==> src/rtl/perf_monitor.sv <==
// Performance/status monitor between mips_core and the seven-segment decoders: saturating
// run-time event counters, sticky MTC0 pass/fail/done status and a switch-selected display word.
module perf_monitor #(
  parameter int COUNT_WIDTH = 32,
  parameter int INC_WIDTH   = 8,
  parameter int PC_WIDTH    = 21
) (
  input  logic                   i_Clk,
  input  logic                   i_Reset_n,
  input  logic                   i_Loader_Done,
  input  logic [1:0]             i_Pass_Done_Change,
  input  logic [15:0]            i_Pass_Done_Value,
  input  logic [INC_WIDTH-1:0]   i_Num_Inst_Executed,
  input  logic [PC_WIDTH-1:0]    i_IMEM_Address,
  input  logic                   i_MEM_Valid,
  input  logic [1:0]             i_Sel,
  output logic [COUNT_WIDTH-1:0] o_Cycle_Count,
  output logic [COUNT_WIDTH-1:0] o_Inst_Count,
  output logic [COUNT_WIDTH-1:0] o_Mem_Req_Count,
  output logic                   o_Done,
  output logic                   o_Fail,
  output logic                   o_Saturated,
  output logic [31:0]            o_Hex_Digits
);

  typedef enum logic [1:0] {ST_LOAD = 2'd0, ST_RUN = 2'd1, ST_DONE = 2'd2} state_e;

  localparam logic [1:0] PDC_FAIL = 2'd2;
  localparam logic [1:0] PDC_DONE = 2'd3;

  // Top bit of the result flags an overflow; the low bits then hold all-ones.
  function automatic logic [COUNT_WIDTH:0] sat_add(input logic [COUNT_WIDTH-1:0] a,
                                                   input logic [COUNT_WIDTH-1:0] b);
    logic [COUNT_WIDTH:0] sum;
    sum = {1'b0, a} + {1'b0, b};
    if (sum[COUNT_WIDTH]) sum = {1'b1, {COUNT_WIDTH{1'b1}}};
    return sum;
  endfunction

  state_e                 state_q, state_d;
  logic [COUNT_WIDTH-1:0] cycle_q, cycle_d, inst_q, inst_d, memreq_q, memreq_d;
  logic [COUNT_WIDTH:0]   cycle_add, inst_add, memreq_add;
  logic                   done_q, done_d, fail_q, fail_d, sat_q, sat_d;
  logic                   mem_prev_q, mem_rise, count_en;
  logic [1:0]             pdf_change_q, pdf_change_d;
  logic [15:0]            pdf_value_q, pdf_value_d;
  logic [31:0]            hex_q, hex_d, cycle_disp, inst_disp, memreq_disp;
  logic                   unused_bits;

  assign mem_rise   = i_MEM_Valid & ~mem_prev_q;
  assign count_en   = (state_q == ST_RUN) && (i_Pass_Done_Change != PDC_DONE);
  assign cycle_add  = sat_add(cycle_q, COUNT_WIDTH'(1'b1));
  assign inst_add   = sat_add(inst_q, COUNT_WIDTH'(i_Num_Inst_Executed));
  assign memreq_add = sat_add(memreq_q, COUNT_WIDTH'(mem_rise));

  // Display always shows 32 bits of each counter regardless of its width.
  if (COUNT_WIDTH >= 32) begin : g_disp_trunc
    assign cycle_disp  = cycle_q[31:0];
    assign inst_disp   = inst_q[31:0];
    assign memreq_disp = memreq_q[31:0];
  end else begin : g_disp_ext
    assign cycle_disp  = {{(32-COUNT_WIDTH){1'b0}}, cycle_q};
    assign inst_disp   = {{(32-COUNT_WIDTH){1'b0}}, inst_q};
    assign memreq_disp = {{(32-COUNT_WIDTH){1'b0}}, memreq_q};
  end

  assign unused_bits = ^{i_IMEM_Address[PC_WIDTH-1:8], pdf_value_q[15:8]};

  always_comb begin
    state_d      = state_q;
    done_d       = done_q;
    fail_d       = fail_q;
    sat_d        = sat_q;
    pdf_change_d = pdf_change_q;
    pdf_value_d  = pdf_value_q;
    cycle_d      = cycle_q;
    inst_d       = inst_q;
    memreq_d     = memreq_q;
    hex_d        = '0;

    case (state_q)
      ST_LOAD: if (i_Loader_Done) state_d = ST_RUN;
      ST_RUN: begin
        if (i_Pass_Done_Change != 2'd0) begin
          pdf_change_d = i_Pass_Done_Change;
          pdf_value_d  = i_Pass_Done_Value;
        end
        if (i_Pass_Done_Change == PDC_FAIL) fail_d = 1'b1;
        if (i_Pass_Done_Change == PDC_DONE) begin
          state_d = ST_DONE;
          done_d  = 1'b1;
        end
      end
      ST_DONE: state_d = ST_DONE;
      default: state_d = ST_LOAD;
    endcase

    if (count_en) begin
      cycle_d  = cycle_add[COUNT_WIDTH-1:0];
      inst_d   = inst_add[COUNT_WIDTH-1:0];
      memreq_d = memreq_add[COUNT_WIDTH-1:0];
      sat_d    = sat_q | cycle_add[COUNT_WIDTH] | inst_add[COUNT_WIDTH] | memreq_add[COUNT_WIDTH];
    end

    case (i_Sel)
      2'd0:    hex_d = {i_IMEM_Address[7:0], 12'h000, 2'b00, pdf_change_q, pdf_value_q[7:0]};
      2'd1:    hex_d = cycle_disp;
      2'd2:    hex_d = inst_disp;
      default: hex_d = memreq_disp;
    endcase
  end

  always_ff @(posedge i_Clk or negedge i_Reset_n) begin
    if (!i_Reset_n) begin
      state_q      <= ST_LOAD;
      cycle_q      <= '0;
      inst_q       <= '0;
      memreq_q     <= '0;
      done_q       <= 1'b0;
      fail_q       <= 1'b0;
      sat_q        <= 1'b0;
      mem_prev_q   <= 1'b0;
      pdf_change_q <= '0;
      pdf_value_q  <= '0;
      hex_q        <= '0;
    end else begin
      state_q      <= state_d;
      cycle_q      <= cycle_d;
      inst_q       <= inst_d;
      memreq_q     <= memreq_d;
      done_q       <= done_d;
      fail_q       <= fail_d;
      sat_q        <= sat_d;
      mem_prev_q   <= i_MEM_Valid;
      pdf_change_q <= pdf_change_d;
      pdf_value_q  <= pdf_value_d;
      hex_q        <= hex_d;
    end
  end

  assign o_Cycle_Count   = cycle_q;
  assign o_Inst_Count    = inst_q;
  assign o_Mem_Req_Count = memreq_q;
  assign o_Done          = done_q;
  assign o_Fail          = fail_q;
  assign o_Saturated     = sat_q;
  assign o_Hex_Digits    = hex_q;

endmodule

==> config.mk <==
export PLATFORM = sky130hd
export DESIGN_NAME = perf_monitor
export DESIGN_NICKNAME = d
export VERILOG_FILES = /design/src/rtl/perf_monitor.sv
export SDC_FILE = /design/constraint.sdc
export NUM_CORES = 1
export LEC_CHECK = 0
export BUFFER_PORTS_ARGS = -buffer_cell sky130_fd_sc_hd__buf_2
export CAP_MARGIN = 20
export CORE_MARGIN = 1.5
export CORE_UTILIZATION = 43
export CTS_CLUSTER_DIAMETER = 80
export DETAILED_ROUTE_END_ITERATION = 8
export PLACE_DENSITY_LB_ADDON = 0.1
export SLEW_MARGIN = 20
export SYNTH_ARGS = -nofsm -noshare
export SYNTH_HDL_FRONTEND = slang
export SYNTH_SLANG_ARGS = --single-unit
==> constraint.sdc <==
create_clock -name i_Clk -period 2.9 [get_ports i_Clk]
set_input_delay 0.435 -clock i_Clk [delete_from_list [all_inputs] [get_ports i_Clk]]
set_output_delay 0.435 -clock i_Clk [all_outputs]
set_load 0.01 [all_outputs]
[Word-level counts from Yosys, hierarchy flattened]
Index checks and enable logic that the tools add are counted.
Storage, ports and cells
  logic and storage cells: 43
  output and inout port bits: 131
  flip-flop bits (word level): 144
Cells by class
  mux-type cells: 7
  add/subtract/negate cells: 3
  bitwise gates (word level): 5
  reductions and logical operators: 8
  eq/ne operators: 9
Operator list (count)
  $mux 33: 3
  $pmux 32 s3: 1
  $add 32x1->33: 1
  $add 32x1->33 const B: 1
  $add 32x8->33: 1
  $eq 2x2->1 const B: 4
  $reduce_and 2->1: 4
  $pmux 2 s3: 1
  $eq 2x1->1 const B: 2
  $logic_not 2->1: 2
  $mux 2: 2
  $ne 2x2->1 const B: 2
  $or 1x1->1: 3
  $ne 2x1->1 const B: 1
  $reduce_bool 2->1: 1
  $and 1x1->1: 1
  $logic_and 1x1->1: 1
  $not 1->1: 1

[Depth between registers and ports, before layout]
Gate-level depths: netlist of the first run.
  word-level depth: 5
  depth in mapped cells: 10
  gate-level depth less buffers: 8

[Worst setup path after synthesis of the first run]
Ideal clock, no wire load.
  path kind: input port to flip-flop
  start: input port i_Num_Inst_Executed[0]
  end: register inst_q[12] (netlist: o_Inst_Count[12])
  cell stages on the path: 8
  data required time: 2.759 ns
  buffers on the path: 1
  setup slack: 0.489 ns
  data arrival time: 2.270 ns
  path through: ha_1 fa_1 a211oi_1 o211ai_1 and4_1 nand2_1 clkbuf_1 nand3_1
Between the ends
  word-level cells in the longest chain between the ends: 2
Ends and longest elaborated chain
  start, declared: line 13  | input logic [INC_WIDTH-1:0] i_Num_Inst_Executed,
  $add 32x8->33: line 35  | sum = {1'b0, a} + {1'b0, b};
  $mux 33: line 36  | if (sum[COUNT_WIDTH]) sum = {1'b1, {COUNT_WIDTH{1'b1}}};
  end signal, assigned: line 129  | inst_q <= inst_d;
  end, declared: line 41  | logic [COUNT_WIDTH-1:0] cycle_q, cycle_d, inst_q, inst_d, memreq_q, memreq_d;
No other way between the ends.
A chain may end at the register's enable or synchronous reset.

[Worst setup path after layout of the first run]
  start: register inst_q[7] (netlist: o_Inst_Count[7])
  end: register inst_q[27] (netlist: o_Inst_Count[27])
Between the ends
  word-level cells in the longest chain between the ends: 2
Ends and longest elaborated chain (line)
  $add 32x8->33: 35
  $mux 33: 36
No other way between the ends.

==> impl_metrics.tcl, run 1 <==
set metrics [dict create \
    status "complete, but fails checks" \
    failed_checks "negative hold slack" \
    grt_max_degree 62 \
    r2r_start "o_Inst_Count[7]" \
    hold_buffers 0 \
    cts-buffers-inserted 17 \
    core_area_um2 16700 \
    vias_per_cell 5.70 \
    critPathArrivalTime_ns 3.00 \
    yosys_most_used_dff "dfrtp_1" \
    power_mw 6.40 \
    whs_ns -0.0128 \
    tightest_slew_ns 0.792 \
    synth_seq_cells 144 \
    die_h_um 134 \
    hp-class "input pin to asynchronous set/reset pin" \
    critPathSlowestCell "o22ai_1" \
    cp.required_ns 3.25 \
    combPwrFrac_pct 23.6 \
    crit_path_end_kind "flip-flop" \
    setup_viol 0 \
    worstRegToRegCells 6 \
    path_delay_family "compound AO/OA/AOI/OAI gates" \
    dp_hpwl_mm 16.5 \
    finalCritPeriodShare_pct 91.1 \
    syn_area_per_cell_um2 10.5 \
    cts_sinks 144 \
    area_delta_synth_final_pct 24.1 \
    clockBufferDepth 2 \
    path_max_fanout 11 \
    path_buf_inv 0 \
    die_area_um2 18000 \
    final-max-slew-violation-count 0 \
    grt.total_usage_pct 24.8 \
    yosys.area.top_type "dfrtp_1" \
    gp_congestion 0.914 \
    finClkSkew_ns 0.00824 \
    drive_above_1_share_pct 29.8 \
    num_vias 6353 \
    grt_pass1_wl_mm 34.0 \
    r2r_setup_slack_ns 0.26 \
    crit_chain "ha_1 -> nand4_1 -> o22ai_1 -> o21ai_1 -> or4_1 -> nand3_1" \
    rows 47 \
    clk_pin_slew_worst_paths_ns 0.06 \
    root_buffer "clkbuf_16" \
    grt_pass1_vias 6202 \
    overflow 0 \
    port_buffers 162 \
    grt_setup_unrepaired "false" \
    critPathKind "flip-flop to flip-flop" \
    syn_inst 703 \
    cts_resized 0 \
    first_iter_violations 371 \
    cellLeakagePower_nw 4.60 \
    fmax_mhz 378 \
    tns_ns 0 \
    avgRoutedWirePerCell_um 19.7 \
    yosysTopAreaCellShare_pct 48.6 \
    sw_frac_of_total_pct 30.5 \
    synthTopCellsByArea "dfrtp_1 49%, nand2_1 5.5%, mux4_2 5.2%, xor2_1 3.4%, mux2_2 3.2%" \
    cts_tree "yes" \
    ant_nets 0 \
    rr_endpoint "o_Inst_Count[27]" \
    postCtsSetupBuffers 0 \
    yosysWarnings 0 \
    cpPeakStageDelay_ns 0.54 \
    synth_edf_count 0 \
    die_x_um 134 \
    min_period_ns 2.64 \
    irDropWorstVdd_uv 449 \
    io_pins 184 \
    cp-start-kind "flip-flop" \
    dr.pass1.iters 5 \
    seqPwrFrac_pct 40.8 \
    yosysSeqAreaShare_pct 48.6 \
    pwr-share-clk_pct 35.5 \
    clk_latency_ns 0.42 \
    wl_mm 21.9 \
    hold_violations 39 \
    start_util_pct 44.4 \
    maxSlewHeadroom_pct 46.9 \
    antenna_found_initial 0 \
    ys_async_sr_fraction_pct 100 \
    powerDensity_nw_per_um2 696 \
    htreeDepth 4 \
    drc 0 \
    final_common_cell "buf_2" \
    final_nets 943 \
    final_cell_mix "161 x buf_2, 144 x dfrtp_1, 109 x nand2_1" \
    netlist_area_um2 7410 \
    synth.distinct_cells 61 \
    switching_power_mw 1.95 \
    maxCapViolations 0 \
    p_int_mw 4.45 \
    syn_nets 771 \
]
[cells by family after synthesis]
group           synth area share, %
flops                          48.6
simple gates                   20.9
compound gates                 10.4
mux                            8.85
buf+inv                        2.40
fa+ha+maj                      2.63
xor+xnor                       6.27
[cells in the mapped netlist (14+ instances only)]
library cell / instances
mux2_2: 21
dfrtp_1: 144
a21oi_1: 17
o21ai_0: 26
nand4_1: 26
xor2_1: 29
nand2_1: 109
a22o_1: 14
nand3_1: 44
xnor2_1: 24
nor2_1: 17
nor3_1: 16
and3_1: 15
clkbuf_1: 24
ha_1: 14
mux4_2: 17
[area by class of cell]
| type | count | area, um^2 |
|---|---|---|
| clock buffer | 23 | 488 |
| inverter | 13 | 48.8 |
| clock inverter | 9 | 130 |
| multi-input combinational | 515 | 3630 |
| timing repair buffer | 184 | 1010 |
| sequential | 144 | 3600 |
| antenna | 6 | 15.0 |
| fill | 1523 | 7510 |
| tap | 220 | 275 |
[state kept, by name, indices dropped and copies added, names as in the netlist]
signal           count
o_Mem_Req_Count     32
o_Cycle_Count       32
state_q              2
o_Hex_Digits        32
o_Done               1
mem_prev_q           1
o_Fail               1
pdf_value_q          8
o_Inst_Count        32
pdf_change_q         2
o_Saturated          1
[power by group through the flow]
| stage | Sequential, mW | Clock, mW | Combinational (mW) |
|---|---|---|---|
| after floorplan | 2.63 | 0 | 0.911 |
| after global placement | 2.63 | 0 | 1.48 |
| after detailed placement | 2.65 | 0 | 1.52 |
| after CTS | 2.62 | 2.31 | 1.53 |
| after global routing | 2.66 | 2.41 | 1.68 |
| final | 2.61 | 2.27 | 1.51 |
[worst max-delay path by stage]
stage                           startpoint                end  depth (start not counted)
floorplan           i_Num_Inst_Executed[0]   o_Inst_Count[12]                          8
global placement    i_Num_Inst_Executed[0]    o_Inst_Count[7]                          9
detailed placement  i_Num_Inst_Executed[0]    o_Inst_Count[7]                          9
CTS                             state_q[1]  o_Cycle_Count[31]                          8
global route               o_Inst_Count[7]   o_Inst_Count[27]                          6
finish                     o_Inst_Count[7]   o_Inst_Count[27]                          6
[per-stage QoR]
stage	cells	setup WS [ns]	utilization, %	instance area [um^2]	hold slack [ns]
detailed placement	1076	0.225	51.3	8560	0.439
global placement	1076	0.257	51.3	8560	0.435
CTS	1108	0.282	55.0	9180	0.000294
global route	1108	0.0661	55.0	9180	0.0276
floorplan	703	0.489	-	7410	0.139
finish	1114	0.257	55.1	9200	-0.0128
[metal layers]
layer / global-route usage, % / vias up / share of wire (%)
li1: - / 2974 / -
met1: 34.2 / 3167 / 44
met2: 40.5 / 185 / 49
met3: 3.59 / 27 / 5.4
met4: 8.30 / 0 / 1.8
met5: 0 / - / 0
Note: power is estimated with default switching activity, not from simulation.
==> inputs of run 2 (changes only) <==
--- a/config.mk
+++ b/config.mk
@@ -5,12 +5,12 @@
 export SDC_FILE = /design/constraint.sdc
 export NUM_CORES = 1
 export LEC_CHECK = 0
-export BUFFER_PORTS_ARGS = -buffer_cell sky130_fd_sc_hd__buf_2
 export CAP_MARGIN = 20
 export CORE_MARGIN = 1.5
 export CORE_UTILIZATION = 43
 export CTS_CLUSTER_DIAMETER = 80
 export DETAILED_ROUTE_END_ITERATION = 8
+export DONT_BUFFER_PORTS = 1
 export PLACE_DENSITY_LB_ADDON = 0.1
 export SLEW_MARGIN = 20
 export SYNTH_ARGS = -nofsm -noshare
==> run 2 against run 1 <==
Compared with the run above: the run still ends with negative hold slack left; register-to-register slack worse by 0.07 ns; clock power decreased by 2%; via count is 9.5% lower; combinational power down 27%; worst setup slack worse by 0.066 ns; global-route usage is 0.46 points lower; sequential power is 5% higher; count of clock-buffer cells in the layout down 2; first-iteration DRC count is 17% higher; non-clock buffer count is 172 lower; wire length fell by 3.4%; critical path type unchanged; largest power group unchanged.
==> impl_metrics.tcl, run 2 (synthesized netlist as in run 1, its figures left out) <==
set metrics [dict create \
    clockBufferDepth 2 \
    rr_endpoint "o_Inst_Count[29]" \
    powerDensity_nw_per_um2 735 \
    gp_congestion 0.867 \
    finalCritPeriodShare_pct 93.4 \
    cts_sinks 144 \
    irDropWorstVdd_uv 398 \
    final_nets 771 \
    maxSlewHeadroom_pct 48.2 \
    wl_mm 21.2 \
    htreeDepth 4 \
    final_cell_mix "144 x dfrtp_1, 109 x nand2_1, 44 x nand3_1" \
    dp_cells 904 \
    final_common_cell "dfrtp_1" \
    drc 0 \
    avgRoutedWirePerCell_um 22.7 \
    cts_resized 0 \
    port_buffers 0 \
    grt_setup_unrepaired "false" \
    min_period_ns 2.71 \
    pwr-share-clk_pct 36.7 \
    vias_per_cell 6.15 \
    worstRegToRegCells 6 \
    tightest_slew_ns 0.772 \
    cts_tree "yes" \
    r2r_setup_slack_ns 0.19 \
    start_util_pct 44.4 \
    grt_max_degree 145 \
    postCtsSetupBuffers 0 \
    critPathKind "flip-flop to flip-flop" \
    hold_violations 144 \
    root_buffer "clkbuf_16" \
    clk_pin_slew_worst_paths_ns 0.06 \
    status "complete, but fails checks" \
    dp_hpwl_mm 15.5 \
    clk_latency_ns 0.42 \
    dr.pass1.iters 5 \
    finClkSkew_ns 0.0120 \
    cp-start-kind "flip-flop" \
    final-max-slew-violation-count 0 \
    insertedDiodeCount 0 \
    grt_pass1_wl_mm 33.2 \
    critPathArrivalTime_ns 3.06 \
    fmax_mhz 369 \
    r2r_start "o_Inst_Count[7]" \
    overflow 0 \
    die_area_um2 18000 \
    path_max_fanout 11 \
    switching_power_mw 1.85 \
    core_area_um2 16700 \
    setup_viol 0 \
    rows 47 \
    num_vias 5749 \
    ant_nets 0 \
    area_delta_synth_final_pct 11.4 \
    maxCapViolations 0 \
    sw_frac_of_total_pct 30.4 \
    fin_cells 935 \
    seqPwrFrac_pct 45.2 \
    grt_pass1_vias 5729 \
    p_int_mw 4.22 \
    grt.total_usage_pct 24.4 \
    die_x_um 134 \
    crit_path_end_kind "flip-flop" \
    tns_ns 0 \
    cp.required_ns 3.25 \
    first_iter_violations 435 \
    hp-class "input pin to asynchronous set/reset pin" \
    combPwrFrac_pct 18.1 \
    die_h_um 134 \
    antenna_found_initial 0 \
    cts-buffers-inserted 17 \
    power_mw 6.07 \
    drive_above_1_share_pct 12.9 \
    failed_checks "negative hold slack" \
    cellLeakagePower_nw 3.74 \
    io_pins 184 \
    whs_ns -0.288 \
    utilization_pct 49.4 \
]
run 2: cell types whose count changed in the layout (fill, tap and decap cells not counted), moves of 2 or more:
cell        before  now
diode_2          6    0
clkbuf_8         4    2
clkinvlp_4       1    3
buf_2          161    0
buf_4           20   11
run 2: layout make-up:
type	count	area (um^2)
well taps	220	275
flip-flops and latches	144	3600
fillers	1542	8450
multi-input cells	515	3630
inverters	13	48.8
clock buffers	21	460
repair buffers	12	103
clock inverters	10	136
run 2: metrics by stage:
stage	setup WS (ns)	area (um^2)
6_report	0.191	8250
5_1_grt	0.0197	8250
4_1_cts	0.197	8250
3_5_place_dp	0.228	7660
3_3_place_gp	0.234	7660
2_1_floorplan	0.489	7410
run 2: worst max-delay path by stage:
stage                           startpoint                to  slack (ns)  depth (start not counted)
floorplan           i_Num_Inst_Executed[0]  o_Inst_Count[12]        0.49                          8
global placement           o_Inst_Count[0]   o_Inst_Count[7]        0.23                          8
detailed placement         o_Inst_Count[0]   o_Inst_Count[7]        0.23                          8
CTS                        o_Inst_Count[7]  o_Inst_Count[29]        0.20                          6
global route               o_Inst_Count[7]  o_Inst_Count[29]        0.02                          6
finish                     o_Inst_Count[7]  o_Inst_Count[29]        0.19                          6
run 2: worst max-delay path, stage by stage (launching register included):
cell and delay, ns:
dfrtp_1 0.50, ha_1 0.44, nand4_1 0.16, o22ai_1 0.54
o21ai_1 0.40, or4_1 0.50, nand3_1 0.09
run 2: power groups by stage:
stage / Sequential, mW / Combinational [mW] / Clock (mW)
global route: 2.78 / 1.24 / 2.35
finish: 2.75 / 1.10 / 2.23
detailed placement: 2.79 / 1.10 / 0
floorplan: 2.63 / 0.911 / 0
global placement: 2.77 / 1.06 / 0
CTS: 2.75 / 1.10 / 2.26
run 2: metal layers:
metal  track usage [%]  vias to the layer above  wire [um]
met2              38.4                      200      10100
met4              8.42                        0        397
met1              32.4                     2910       9100
li1                  -                     2613          -
met5                 0                        -          0
met3              6.95                       26       1640
